==> src/rtl/ode_pkg.sv <==
// Shared constants and types for the ODE solver datapath arbiters.
package ode_pkg;

  localparam int DATA_W   = 20;
  localparam int ID_MAX_W = 3;

  localparam logic ADD_OP = 1'b0;
  localparam logic SUB_OP = 1'b1;

  localparam logic [DATA_W-1:0] SAT_MAX = 20'h7FFFF;
  localparam logic [DATA_W-1:0] SAT_MIN = 20'h80000;

  typedef struct packed {
    logic [DATA_W-1:0]   sum;
    logic                cout;
    logic                v;
    logic [ID_MAX_W-1:0] id;
  } s2_rec_t;

  // Encoding: bit0 = S1 full, bit1 = S2 full.
  typedef enum logic [1:0] {
    ST_EMPTY = 2'b00,
    ST_FILL  = 2'b01,
    ST_FULL  = 2'b11,
    ST_DRAIN = 2'b10
  } pipe_state_t;

  // An overflowed sum has the opposite sign of operand A, so the clamp
  // direction can be recovered from the wrapped sum alone.
  function automatic logic [DATA_W-1:0] sat_value(input logic [DATA_W-1:0] raw_sum);
    return raw_sum[DATA_W-1] ? SAT_MAX : SAT_MIN;
  endfunction

endpackage

==> src/rtl/carry_select_adder_20bit.sv <==
// 20-bit carry-select adder/subtractor built from 4-bit blocks.
module carry_select_adder_20bit (
  input  logic [19:0] in0,
  input  logic [19:0] in1,
  input  logic        sub,
  input  logic        cin,
  output logic [19:0] sum,
  output logic        cout
);

  localparam int BLK  = 4;
  localparam int NBLK = 5;

  logic [19:0]   w_b;
  logic [NBLK:0] w_c;

  assign w_b    = in1 ^ {20{sub}};
  assign w_c[0] = cin ^ sub;

  for (genvar g = 0; g < NBLK; g++) begin : g_blk
    logic [BLK:0] w_s0;
    logic [BLK:0] w_s1;
    assign w_s0 = {1'b0, in0[g*BLK +: BLK]} + {1'b0, w_b[g*BLK +: BLK]};
    assign w_s1 = w_s0 + 5'd1;
    assign sum[g*BLK +: BLK] = w_c[g] ? w_s1[BLK-1:0] : w_s0[BLK-1:0];
    assign w_c[g+1]          = w_c[g] ? w_s1[BLK]     : w_s0[BLK];
  end

  assign cout = w_c[NBLK];

endmodule

==> src/rtl/rr_picker.sv <==
// Combinational round-robin picker: first valid requester after `last`, with wrap.
module rr_picker #(
  parameter int NREQ = 4,
  parameter int IDW  = 2
) (
  input  logic [NREQ-1:0] req_valid,
  input  logic [IDW-1:0]  last,
  input  logic            enable,
  output logic [NREQ-1:0] grant,
  output logic [IDW-1:0]  grant_id
);

  logic [IDW-1:0] w_idx;
  logic           w_found;

  always_comb begin
    grant    = '0;
    grant_id = '0;
    w_idx    = '0;
    w_found  = 1'b0;
    for (int k = 1; k <= NREQ; k++) begin
      w_idx = IDW'((int'(last) + k) % NREQ);
      if (enable && !w_found && req_valid[w_idx]) begin
        w_found         = 1'b1;
        grant[w_idx]    = 1'b1;
        grant_id        = w_idx;
      end
    end
  end

endmodule

==> src/rtl/shared_adder_arbiter.sv <==
// Round-robin arbiter time-sharing one 20-bit adder across NREQ requesters.
// Build option ADDER_SAT_EN: clamp rsp_sum on signed overflow.
module shared_adder_arbiter
  import ode_pkg::*;
#(
  parameter int NREQ = 4,
  parameter int IDW  = 2
) (
  input  logic                   clk,
  input  logic                   rst,
  input  logic [NREQ-1:0]        req_valid,
  output logic [NREQ-1:0]        req_ready,
  input  logic [NREQ-1:0]        req_sub,
  input  logic [NREQ*DATA_W-1:0] req_a,
  input  logic [NREQ*DATA_W-1:0] req_b,
  output logic                   rsp_valid,
  input  logic                   rsp_ready,
  output logic [IDW-1:0]         rsp_id,
  output logic [DATA_W-1:0]      rsp_sum,
  output logic                   rsp_cout,
  output logic                   rsp_v
);

  // state    | meaning
  // EMPTY    | no operation in flight
  // FILL     | operands in S1, S2 empty
  // FULL     | operands in S1, result in S2
  // DRAIN    | result in S2, S1 empty
  pipe_state_t r_state, w_state_nxt;

  logic              w_s1_full, w_s2_full, w_s2_adv, w_s1_free, w_pick_en, w_fire;
  logic [NREQ-1:0]   w_grant;
  logic [IDW-1:0]    w_grant_id, r_last;

  logic [DATA_W-1:0] r_s1_a, r_s1_b, w_sel_a, w_sel_b;
  logic              r_s1_sub, w_sel_sub;
  logic [IDW-1:0]    r_s1_id;

  s2_rec_t           r_s2;
  logic [DATA_W-1:0] w_add_sum;
  logic              w_add_cout, w_add_v, w_b_eff_msb;

  assign w_s1_full = (r_state == ST_FILL) || (r_state == ST_FULL);
  assign w_s2_full = (r_state == ST_FULL) || (r_state == ST_DRAIN);
  assign w_s2_adv  = w_s1_full && (!w_s2_full || rsp_ready);
  assign w_s1_free = !w_s1_full || w_s2_adv;
  assign w_pick_en = w_s1_free && !rst;
  assign w_fire    = |w_grant;

  rr_picker #(.NREQ(NREQ), .IDW(IDW)) u_picker (
    .req_valid (req_valid),
    .last      (r_last),
    .enable    (w_pick_en),
    .grant     (w_grant),
    .grant_id  (w_grant_id)
  );

  assign req_ready = w_grant;

  always_comb begin
    w_sel_a   = '0;
    w_sel_b   = '0;
    w_sel_sub = ADD_OP;
    for (int i = 0; i < NREQ; i++) begin
      if (w_grant[i]) begin
        w_sel_a   = req_a[i*DATA_W +: DATA_W];
        w_sel_b   = req_b[i*DATA_W +: DATA_W];
        w_sel_sub = req_sub[i];
      end
    end
  end

  always_comb begin
    w_state_nxt = r_state;
    case (r_state)
      ST_EMPTY: w_state_nxt = w_fire ? ST_FILL : ST_EMPTY;
      ST_FILL:  w_state_nxt = w_fire ? ST_FULL : ST_DRAIN;
      ST_FULL: begin
        if (rsp_ready) w_state_nxt = w_fire ? ST_FULL : ST_DRAIN;
        else           w_state_nxt = ST_FULL;
      end
      ST_DRAIN: begin
        case ({!rsp_ready, w_fire})
          2'b11:   w_state_nxt = ST_FULL;
          2'b10:   w_state_nxt = ST_DRAIN;
          2'b01:   w_state_nxt = ST_FILL;
          default: w_state_nxt = ST_EMPTY;
        endcase
      end
      default: w_state_nxt = ST_EMPTY;
    endcase
  end

  carry_select_adder_20bit u_adder (
    .in0  (r_s1_a),
    .in1  (r_s1_b),
    .sub  (r_s1_sub),
    .cin  (1'b0),
    .sum  (w_add_sum),
    .cout (w_add_cout)
  );

  assign w_b_eff_msb = r_s1_b[DATA_W-1] ^ r_s1_sub;
  assign w_add_v     = (r_s1_a[DATA_W-1] == w_b_eff_msb) &&
                       (w_add_sum[DATA_W-1] != r_s1_a[DATA_W-1]);

  always_ff @(posedge clk) begin
    if (rst) begin
      r_state  <= ST_EMPTY;
      r_last   <= IDW'(NREQ - 1);
      r_s1_a   <= '0;
      r_s1_b   <= '0;
      r_s1_sub <= 1'b0;
      r_s1_id  <= '0;
      r_s2     <= '0;
    end else begin
      r_state <= w_state_nxt;
      if (w_fire) begin
        r_last   <= w_grant_id;
        r_s1_a   <= w_sel_a;
        r_s1_b   <= w_sel_b;
        r_s1_sub <= w_sel_sub;
        r_s1_id  <= w_grant_id;
      end
      if (w_s2_adv) begin
        r_s2.sum  <= w_add_sum;
        r_s2.cout <= w_add_cout;
        r_s2.v    <= w_add_v;
        r_s2.id   <= ID_MAX_W'(r_s1_id);
      end
    end
  end

  assign rsp_valid = w_s2_full;
  assign rsp_id    = IDW'(r_s2.id);
  assign rsp_cout  = r_s2.cout;
  assign rsp_v     = r_s2.v;

`ifdef ADDER_SAT_EN
  assign rsp_sum = r_s2.v ? sat_value(r_s2.sum) : r_s2.sum;
`else
  assign rsp_sum = r_s2.sum;
`endif

endmodule

==> config.mk <==
export PLATFORM = sky130hd
export DESIGN_NAME = shared_adder_arbiter
export DESIGN_NICKNAME = d
export VERILOG_FILES = /design/src/rtl/ode_pkg.sv /design/src/rtl/carry_select_adder_20bit.sv /design/src/rtl/rr_picker.sv /design/src/rtl/shared_adder_arbiter.sv
export SDC_FILE = /design/constraint.sdc
export NUM_CORES = 1
export LEC_CHECK = 0
export BUFFER_PORTS_ARGS = -buffer_cell sky130_fd_sc_hd__buf_2
export CAP_MARGIN = 20
export CELL_PAD_IN_SITES_DETAIL_PLACEMENT = 1
export CELL_PAD_IN_SITES_GLOBAL_PLACEMENT = 1
export CORE_MARGIN = 10
export CORE_UTILIZATION = 35
export DETAILED_ROUTE_END_ITERATION = 8
export GPL_TIMING_DRIVEN = 0
export PLACE_DENSITY_LB_ADDON = 0.1
export SYNTH_ARGS = -nofsm -noshare
export SYNTH_HDL_FRONTEND = slang
export SYNTH_SLANG_ARGS = --single-unit
==> constraint.sdc <==
create_clock -name clk -period 4.94 [get_ports clk]
set_input_delay 0.988 -clock clk [delete_from_list [all_inputs] [get_ports clk]]
set_output_delay 0.988 -clock clk [all_outputs]
set_load 0.005 [all_outputs]
==> impl_metrics.json <==
{
  "fin_crit_sh_pct": 94.3,
  "syn_area_mm2": 0.00504,
  "die_w_um": 140,
  "p_leak_nw": 3.07,
  "syn_inst": 619,
  "initial_core_util_pct": 36.1,
  "drv_slew": 0,
  "placed_area_mm2": 0.00626,
  "worstSetupEndpointType": "output pin",
  "start_kind": "register",
  "gp_congestion": 0.863,
  "floorplan.rows": 43,
  "rsz0062_at_grt": "false",
  "areaGrowthSynthToFinish_pct": 29.9,
  "grt_pass1_vias": 6024,
  "hold-worst-slack_ps": 454,
  "finalWirelength_um": 19800,
  "cp_max_fo": 12,
  "stdcell_area_mm2": 0.00655,
  "crit-reg2reg-launch": "r_s1_sub",
  "hp-start": "rsp_sum[4]",
  "ir_drop_mv": 0.254,
  "synth_top_area_share_pct": 28.2,
  "switching_power_mw": 2.43,
  "fmax_ghz": 0.215,
  "hold_class": "reg -> reg",
  "cts_buffer_depth": 2,
  "synth_area_leaders": "dfxtp_1 28%, a221oi_1 14%, ha_1 8.2%",
  "grt_max_degree": 13,
  "setup_viol": 0,
  "required_ps": 3950,
  "cts_made_buffers": 9,
  "avgSynthCellArea_um2": 8.15,
  "route.antenna.remaining_nets": 0,
  "grt_remaining_overflow": 0,
  "synth.distinct_cells": 52,
  "maxCapViolCount": 0,
  "antenna_found_initial": 4,
  "synth-edff-count": 0,
  "relSlewSlack_pct": 53.9,
  "period_minus_slack_ps": 4660,
  "power.share.clock_pct": 11.9,
  "seqPwrFrac_pct": 20.6,
  "sw_frac_of_total_pct": 48.2,
  "crit_arrival_ps": 3670,
  "dp.final_hpwl_um": 16900,
  "power_frac_comb_pct": 67.5,
  "yosys.area.top_type": "dfxtp_1",
  "wire_per_inst_um": 19.6,
  "power_density_mw_per_mm2": 771,
  "finalPower_mw": 5.05,
  "h-tree-depth": 3,
  "die_h_um": 140,
  "drc": 0,
  "grt_usage_pct": 19.6,
  "tritoncts": "yes",
  "first_iter_violations": 162,
  "portBuffers": 199,
  "dieArea_mm2": 0.0196,
  "outcome": "finished, final reports clean",
  "tightest_slew_ps": 684,
  "async_flop_share_pct": 0,
  "cts-root-buf": "clkbuf_16",
  "synth_seq_cells": 71,
  "yosysWarnings": 0,
  "seq_area_frac_synth_pct": 28.2,
  "ctsHoldBuffers": 0,
  "core_area_mm2": 0.0140,
  "criticalPathCategory": "reg -> out",
  "drive_gt1_share_pct": 28.8,
  "grt_pass1_wl_um": 31400,
  "synth_nets": 828,
  "clk_latency_ps": 330,
  "finalClockSkew_ps": 5.67,
  "yosys_most_used_dff": "dfxtp_1",
  "hold_viol": 0,
  "path_clk_slew_ps": 50,
  "intPower_mw": 2.61,
  "startpoint": "r_last[1]",
  "drt-pass1-iter-count": 4,
  "avgViaCountPerCell": 5.33,
  "fin_nets": 1037,
  "vias": 5404,
  "finish.utilization_pct": 46.8,
  "pin_count": 200,
  "cts_sinks": 71
}
==> metrics by stage <==
| step | setup slack (ps) | cells | TNS, ps |
|---|---|---|---|
| floorplan | 579 | 619 | 0 |
| finish | 279 | 1014 | 0 |
| CTS | 110 | 1011 | 0 |
| detailed placement | -188 | 998 | -614 |
| global placement | 32.5 | 998 | 0 |
| global route | 29.9 | 1013 | 0 |
==> path summary, 6_finish.rpt <==
kind	depth (start not counted)	slack (ps)	end
worst max-delay path	10	280	req_ready[3]
worst min-delay path	2	450	rsp_sum[4]
worst max register to register	19	410	rsp_cout
worst min register to register	2	450	rsp_sum[4]
==> flip-flops by register name (all words and copies together), names as in the netlist <==
register  cells
r_last        2
r_s1_a       20
r_s1_b       20
r_s1_id       2
r_s1_sub      1
r_state       2
rsp_cout      1
rsp_id        2
rsp_sum      20
rsp_v         1
==> worst max-delay path: stages (launching register included) <==
cell and delay [ps]:
dfxtp_1 490, inv_1 230, ha_1 510, mux4_2 350, clkinv_1 90, nand3_1 110
a2111oi_4 520, nand2_1 130, nand3_2 250, clkbuf_1 410, buf_2 210
==> what timing repair did <==
action                     CTS  global route
resized for setup            1             3
setup endpoints to repair    7             7
gates cloned                 0             0
buffers inserted             0             1
pin swaps                    0             0
==> synthesized netlist by cell type, drive strengths merged (2+ instances only) <==
cell	instances
nand3	4
a211oi	17
nor2	107
o211ai	3
fa	5
a2111oi	2
mux2i	7
a221oi	82
a211o	2
nand4	5
clkbuf	37
nand2b	10
xor2	30
mux4	2
dfxtp	71
a21oi	20
nand2	33
and3	3
nor2b	6
inv	30
o21ai	4
nor4	2
a22oi	3
ha	33
and2	2
a21o	6
nor3	44
a22o	3
xnor2	19
nand3b	3
buf	11
==> kinds of logic (layout without fill, tap and decap cells) <==
kind of cell | count (synthesis) | in the layout | synth area share, %
simple gates | 224 | 224 | 20.2
compound gates | 148 | 148 | 23.9
buf+inv | 79 | 291 | 6.23
flops | 71 | 71 | 28.2
xor+xnor | 49 | 49 | 8.81
fa+ha+maj | 38 | 38 | 10.2
mux | 10 | 10 | 2.51
other cells | 0 | 3 | 0
==> power groups by stage <==
stage / clock, mW / combinational [mW] / sequential (mW)
global placement: 0 / 3.27 / 1.04
finish: 0.598 / 3.41 / 1.04
CTS: 0.608 / 3.44 / 1.04
floorplan: 0 / 2.52 / 0.979
detailed placement: 0 / 3.41 / 1.05
global route: 0.634 / 3.84 / 1.08
==> layout by cell type (no fill, tap or decap), drive strengths merged, types with 2 or more instances in the layout <==
| cell | n |
|---|---|
| buf | 210 |
| nor2 | 107 |
| a221oi | 82 |
| dfxtp | 71 |
| clkbuf | 49 |
| nor3 | 44 |
| nand2 | 33 |
| ha | 33 |
| xor2 | 30 |
| inv | 30 |
| a21oi | 20 |
| xnor2 | 19 |
| a211oi | 17 |
| nand2b | 10 |
| mux2i | 7 |
| nor2b | 6 |
| a21o | 6 |
| nand4 | 5 |
| fa | 5 |
| o21ai | 4 |
| nand3 | 4 |
| diode | 3 |
| nand3b | 3 |
| o211ai | 3 |
| a22o | 3 |
| a22oi | 3 |
| and3 | 3 |
| nor4 | 2 |
| mux4 | 2 |
| a211o | 2 |
| clkinv | 2 |
| a2111oi | 2 |
| and2 | 2 |
==> routing by layer <==
metal  global-route usage, %  wire length, um  vias to the layer above
met5                       0               13                        -
met3                    5.75             1250                       23
li1                        -                -                     2688
met2                    33.1             9510                      152
met1                    23.2             8710                     2539
met4                    6.20              359                        2
==> area by class of cell <==
class,count,area [um2]
well taps,180,225
inverters,31,116
multi-input cells,469,3320
flip-flops and latches,71,1420
repair buffers,200,1000
fillers,1779,7440
diodes,3,7.51
clock buffers,13,260
clock inverters,1,5.00
plain buffers,46,194
Power figures use the tool's default switching activity.
